--- config.mk ---
export PLATFORM = sky130hd
export DESIGN_NAME = pipe_stage_reg
export DESIGN_NICKNAME = d
export VERILOG_FILES = /design/src/rtl/pipe_pkg.sv /design/src/rtl/pipe_slot.sv /design/src/rtl/pipe_stage_reg.sv
export SDC_FILE = /design/constraint.sdc
export NUM_CORES = 1
export LEC_CHECK = 0
export CORE_MARGIN = 1
export CORE_UTILIZATION = 44
export CTS_BUF_LIST = sky130_fd_sc_hd__clkbuf_16
export CTS_CLUSTER_SIZE = 16
export DETAILED_ROUTE_END_ITERATION = 10
export PLACE_DENSITY = 0.83
export SYNTH_ARGS = -nofsm -noshare
export SYNTH_HDL_FRONTEND = slang
export SYNTH_SLANG_ARGS = --single-unit
export TNS_END_PERCENT = 10
--- constraint.sdc ---
create_clock -name clk -period 1.8 [get_ports clk]
set_input_delay 0.27 -clock clk [delete_from_list [all_inputs] [get_ports clk]]
set_output_delay 0.27 -clock clk [all_outputs]
set_load 0.02 [all_outputs]
--- src/rtl/pipe_pkg.sv ---
// Shared definitions for the pipeline-stage registers.
// Control-bundle bit offsets, per-stage width defaults and the
// main-slot load-source type used by the stage steering logic.
package pipe_pkg;

    // Control bundle layout (LSB offsets; two-bit fields noted)
    localparam int CTRL_REGWRITE = 0;
    localparam int CTRL_MEMWRITE = 1;
    localparam int CTRL_MEMREAD  = 2;
    localparam int CTRL_MEMTOREG = 3;  // [4:3]
    localparam int CTRL_REGDST   = 5;  // [6:5]

    // Per-stage defaults
    localparam int ID_EX_DATA_W  = 96;
    localparam int ID_EX_CTRL_W  = 8;
    localparam int EX_MEM_DATA_W = 96;
    localparam int EX_MEM_CTRL_W = 8;
    localparam int MEM_WB_DATA_W = 64;
    localparam int MEM_WB_CTRL_W = 8;
    localparam int DEF_CNT_W     = 16;

    // Where the main slot takes its next entry from
    typedef enum logic [1:0] {
        SRC_NONE = 2'd0,
        SRC_IN   = 2'd1,
        SRC_SKID = 2'd2
    } main_src_e;

endpackage

--- src/rtl/pipe_slot.sv ---
// One pipeline holding slot: valid bit plus control and data bundles.
// Ports:
//   clk, reset   clock, synchronous active-high reset
//   clr_i        squash: drop the entry (data kept unless CLEAR_DATA)
//   load_i       capture ctrl_i/data_i and mark valid
//   drop_i       entry consumed, slot becomes a bubble
//   ctrl_i/data_i incoming bundles
//   valid_o/ctrl_o/data_o held entry
module pipe_slot
    import pipe_pkg::*;
#(
    parameter int DATA_W     = ID_EX_DATA_W,
    parameter int CTRL_W     = ID_EX_CTRL_W,
    parameter bit CLEAR_DATA = 1'b0
) (
    input  logic              clk,
    input  logic              reset,
    input  logic              clr_i,
    input  logic              load_i,
    input  logic              drop_i,
    input  logic [CTRL_W-1:0] ctrl_i,
    input  logic [DATA_W-1:0] data_i,
    output logic              valid_o,
    output logic [CTRL_W-1:0] ctrl_o,
    output logic [DATA_W-1:0] data_o
);

    logic              valid_q, valid_d;
    logic [CTRL_W-1:0] ctrl_q,  ctrl_d;
    logic [DATA_W-1:0] data_q,  data_d;

    always_comb begin
        valid_d = valid_q;
        ctrl_d  = ctrl_q;
        data_d  = data_q;
        if (clr_i || (drop_i && !load_i)) begin
            // Bubbles never carry stale control bits
            valid_d = 1'b0;
            ctrl_d  = '0;
            if (CLEAR_DATA) data_d = '0;
        end else if (load_i) begin
            valid_d = 1'b1;
            ctrl_d  = ctrl_i;
            data_d  = data_i;
        end
    end

    always_ff @(posedge clk) begin
        if (reset) begin
            valid_q <= 1'b0;
            ctrl_q  <= '0;
            data_q  <= '0;
        end else begin
            valid_q <= valid_d;
            ctrl_q  <= ctrl_d;
            data_q  <= data_d;
        end
    end

    assign valid_o = valid_q;
    assign ctrl_o  = ctrl_q;
    assign data_o  = data_q;

endmodule

--- src/rtl/pipe_stage_reg.sv ---
// Generic pipeline-stage register with valid/ready handshake, flush,
// optional two-entry skid buffering and a saturating stall counter.
// Ports:
//   clk, reset            clock, synchronous active-high reset
//   flush                 squash all held entries
//   in_valid/in_ready     upstream handshake, in_ctrl/in_data bundles
//   out_valid/out_ready   downstream handshake, out_ctrl/out_data bundles
//   stall_cnt             saturating count of out_valid & ~out_ready cycles
module pipe_stage_reg
    import pipe_pkg::*;
#(
    parameter int DATA_W     = ID_EX_DATA_W,
    parameter int CTRL_W     = ID_EX_CTRL_W,
    parameter bit SKID       = 1'b1,
    parameter bit CLEAR_DATA = 1'b0,
    parameter int CNT_W      = DEF_CNT_W
) (
    input  logic              clk,
    input  logic              reset,
    input  logic              flush,
    input  logic              in_valid,
    output logic              in_ready,
    input  logic [CTRL_W-1:0] in_ctrl,
    input  logic [DATA_W-1:0] in_data,
    output logic              out_valid,
    input  logic              out_ready,
    output logic [CTRL_W-1:0] out_ctrl,
    output logic [DATA_W-1:0] out_data,
    output logic [CNT_W-1:0]  stall_cnt
);

    localparam logic [CNT_W-1:0] CNT_MAX = '1;

    logic              main_v, skid_v;
    logic [CTRL_W-1:0] main_ctrl, skid_ctrl, main_ctrl_in;
    logic [DATA_W-1:0] main_data, skid_data, main_data_in;
    logic              in_xfer, drain;
    logic              main_load, main_drop;
    main_src_e         main_src;

    always_comb begin
        in_xfer  = in_valid & in_ready;
        drain    = main_v & out_ready;
        main_src = SRC_NONE;
        // A full skid always refills main first so order is preserved
        if (skid_v && drain)
            main_src = SRC_SKID;
        else if (in_xfer && (!main_v || drain))
            main_src = SRC_IN;
        main_load    = (main_src != SRC_NONE);
        main_drop    = drain & ~main_load;
        main_ctrl_in = (main_src == SRC_SKID) ? skid_ctrl : in_ctrl;
        main_data_in = (main_src == SRC_SKID) ? skid_data : in_data;
    end

    pipe_slot #(.DATA_W(DATA_W), .CTRL_W(CTRL_W), .CLEAR_DATA(CLEAR_DATA)) u_main (
        .clk     (clk),
        .reset   (reset),
        .clr_i   (flush),
        .load_i  (main_load),
        .drop_i  (main_drop),
        .ctrl_i  (main_ctrl_in),
        .data_i  (main_data_in),
        .valid_o (main_v),
        .ctrl_o  (main_ctrl),
        .data_o  (main_data)
    );

    generate
        if (SKID) begin : g_skid
            logic skid_load, skid_drop;
            // Ready depends only on the skid flop, not on out_ready
            assign in_ready  = ~flush & ~skid_v;
            assign skid_load = in_xfer & main_v & ~drain;
            assign skid_drop = skid_v & drain;

            pipe_slot #(.DATA_W(DATA_W), .CTRL_W(CTRL_W), .CLEAR_DATA(CLEAR_DATA)) u_skid (
                .clk     (clk),
                .reset   (reset),
                .clr_i   (flush),
                .load_i  (skid_load),
                .drop_i  (skid_drop),
                .ctrl_i  (in_ctrl),
                .data_i  (in_data),
                .valid_o (skid_v),
                .ctrl_o  (skid_ctrl),
                .data_o  (skid_data)
            );
        end else begin : g_noskid
            assign in_ready  = ~flush & (out_ready | ~main_v);
            assign skid_v    = 1'b0;
            assign skid_ctrl = '0;
            assign skid_data = '0;
        end
    endgenerate

    logic [CNT_W-1:0] stall_q, stall_d;

    always_comb begin
        stall_d = stall_q;
        if (main_v && !out_ready && stall_q != CNT_MAX)
            stall_d = stall_q + 1'b1;
    end

    always_ff @(posedge clk) begin
        if (reset) stall_q <= '0;
        else       stall_q <= stall_d;
    end

    assign out_valid = main_v;
    assign out_ctrl  = main_v ? main_ctrl : '0;
    assign out_data  = main_data;
    assign stall_cnt = stall_q;

endmodule

==> impl_metrics.tcl <==
set metrics [dict create \
    p_per_area_mw_per_mm2 856.7 \
    yosysMostFrequentCell "dfxtp_1" \
    gp_congestion 0.8070 \
    period_share_pct 107.9 \
    synth_cells 1029 \
    hold_class "primary input to flop" \
    setup_viol 10 \
    synth_cell_type_count 39 \
    pwr-share-seq_pct 46.6 \
    chipHeight_um 145.5 \
    htreeDepth 1 \
    io_buffers 230 \
    r2r-start "stall_cnt[1]" \
    cts_buffers 25 \
    finalCoreUtilization_pct 64.49 \
    ctsHoldBuffers 0 \
    avgSynthCellArea_um2 8.800 \
    drv_slew 0 \
    start_util_pct 44.75 \
    synthArstFlopShare_pct 0 \
    cp_data_required_time_ps 2190 \
    dp_hpwl_um 16140 \
    fin_skew_ps 15.02 \
    avgRoutedWirePerCell_um 15.54 \
    failed_checks "setup timing" \
    overflow 0 \
    tightest_slew_ps 692.8 \
    r2r-end "stall_cnt[1]" \
    grt.total_usage_pct 22.18 \
    synth.top_cell.area_share_pct 49.97 \
    grt_pass1_vias 7890 \
    leakagePower_nw 5.498 \
    layout-drive-gt1-share_pct 12.54 \
    maxCapViolations 0 \
    dieArea_mm2 0.02116 \
    end_kind "flop" \
    peakVddDrop_v 0.0008024 \
    setup_ws_ps -141.5 \
    cts_buffer_depth 3 \
    drt_iter0_drc 298 \
    synth_edf_count 0 \
    rr_worst_depth 8 \
    status "finished with violations" \
    holdWs_ps 101.4 \
    synth-seq-cells 226 \
    cts.clk_slew.worst_paths_ps 60 \
    synth-warning-count 0 \
    p_int_mw 8.541 \
    via_count 8240 \
    syn-num-nets 1139 \
    power_switching_mw 2.638 \
    crit_type "flop to flop" \
    antenna_left 0 \
    grt_pass1_wl_um 38870 \
    cts_tree "yes" \
    wl_um 24270 \
    insertedDiodeCount 0 \
    power_frac_clock_pct 42.8 \
    share_comb_of_total_power_pct 10.6 \
    antenna_found_initial 1 \
    grt_max_degree 70 \
    synth_area_mm2 0.009055 \
    cp-endpoint "stall_cnt[1]" \
    period_needed_ps 1941 \
    ys.flop_type "dfxtp_1" \
    num_io_pins 231 \
    path_max_fanout 5 \
    fmax_ghz 0.5151 \
    slew_headroom_pct 53.50 \
    rows 52 \
    vias_per_cell 5.275 \
    n_fill_cell 1623 \
    fp.dieW_um 145.5 \
    core-area_mm2 0.02023 \
    first_pass_iters 5 \
    startpoint_type "flop" \
    drc 0 \
    ys_top_cells_by_area "dfxtp_1 (50%), mux2i_1 (12%), nand2_1 (9.0%)" \
    cp.arrival_ps 2330 \
    p_sw_share_pct 23.60 \
    cts_root_buf "clkbuf_16" \
    clk_latency_ps 510 \
    synth_commonest_cells "dfxtp_1 (226), nand2_1 (218), a21oi_1 (116)" \
    hold_path_depth 2 \
    synth_top_area_cell "dfxtp_1" \
    hold_violations 0 \
    nets 1384 \
    regToRegSetupSlack_ps -140 \
    area_delta_synth_final_pct 44.11 \
    ys_seq_area_share_pct 49.97 \
    rsz0062_at_grt "yes" \
    cts_sinks 226 \
    cp-startpoint "stall_cnt[1]" \
]
## state kept, by name (all words and copies together), names as in the netlist
signal	flops
u_main.ctrl_o	8
u_main.data_o	96
g_skid.u_skid.ctrl_o	8
u_main.valid_o	1
stall_cnt	16
g_skid.u_skid.valid_o	1
g_skid.u_skid.data_o	96
## cells by family (layout without fill, tap and decap cells)
family	Yosys count	in the layout	share of synthesized area (%)
flops	226	226	49.97
mux	105	105	11.61
xor+xnor	2	2	0.1935
buf+inv	83	346	4.532
fa+ha+maj	1	1	0.1382
compound gates	237	237	16.62
simple gates	375	375	16.94
## power by group through the flow
stage	Sequential [mW]	Clock (mW)	Combinational, mW
after CTS	5.21	4.89	1.17
after global routing	5.22	5.16	1.26
after detailed placement	5.32	0	1.15
final	5.21	4.79	1.18
after floorplan	5.45	0	0.381
after global placement	5.32	0	1.13
## routing by layer
| layer | vias up | wire length (um) | global-route usage (%) |
|---|---|---|---|
| li1 | 4066 | - | - |
| met1 | 3884 | 10330 | 26.76 |
| met2 | 223 | 11880 | 38.77 |
| met3 | 65 | 1155 | 3.950 |
| met4 | 2 | 889 | 9.421 |
| met5 | - | 17 | 0 |
## final cells by class
class	instances	area (um^2)	share of cell area (%)
tap	270	337.8	2.589
sequential	226	4538	34.78
clock buffer	25	625.6	4.794
inverter	2	7.507	0.05753
clock inverter	20	145.1	1.112
multi-input combinational	720	4297	32.93
timing repair buffer	299	3098	23.74
## placed cells by master, fill, tap and decap left out, drive strengths merged, types with 2 or more instances in the layout
| cell | count |
|---|---|
| inv | 9 |
| and3 | 2 |
| xor2 | 2 |
| dlygate4sd2 | 17 |
| nand4 | 6 |
| bufinv | 2 |
| a21oi | 117 |
| nand2 | 218 |
| clkdlybuf4s15 | 8 |
| clkinv | 10 |
| o31ai | 5 |
| clkbuf | 25 |
| nor4 | 2 |
| mux2i | 105 |
| o21ai | 8 |
| a211oi | 105 |
| buf | 70 |
| or4 | 6 |
| nand3 | 4 |
| clkdlybuf4s50 | 190 |
| and2 | 8 |
| or3 | 7 |
| nor2 | 115 |
| dlymetal6s2s | 14 |
| dfxtp | 226 |
## critical path, cell delays in order (launching register included)
cell	delay, ps
dfxtp_4	360
ha_4	130
nand4_1	180
o41ai_4	450
buf_4	230
buf_12	110
buf_8	100
mux2i_1	200
nor2_1	50
## worst min-delay path by stage
| stage | to | slack (ps) | startpoint |
|---|---|---|---|
| 6_report | g_skid.u_skid.data_o[67] | 100 | reset |
| 5_1_grt | g_skid.u_skid.data_o[68] | 90 | reset |
| 4_1_cts | g_skid.u_skid.data_o[21] | 80 | reset |
| 3_5_place_dp | g_skid.u_skid.data_o[67] | 450 | g_skid.u_skid.data_o[67] |
| 3_3_place_gp | g_skid.u_skid.data_o[93] | 440 | g_skid.u_skid.data_o[93] |
| 2_1_floorplan | g_skid.u_skid.ctrl_o[0] | 410 | in_ctrl[0] |
## repair_timing
item                                    4_1_cts  5_1_grt
pin swaps                                     2       47
gates resized for setup                      46       57
endpoints found under the setup margin       63      123
buffers inserted                              0        3
cloned                                        0        0
## through the flow
| stage | instances | setup slack [ps] | TNS (ps) | total power, mW | cell area (um^2) |
|---|---|---|---|---|---|
| 6_report | 1562 | -141.5 | -498.3 | 11.18 | 13050 |
| 3_3_place_gp | 1514 | -420.4 | -58340 | 6.447 | 12040 |
| 5_1_grt | 1562 | -195.1 | -3623 | 11.64 | 13050 |
| 2_1_floorplan | 1029 | -28.41 | -28.41 | 5.832 | 9077 |
| 4_1_cts | 1559 | -118.6 | -407.4 | 11.26 | 12820 |
| 3_5_place_dp | 1514 | -482.4 | -67800 | 6.474 | 12040 |
Power figures use the tool's default switching activity.
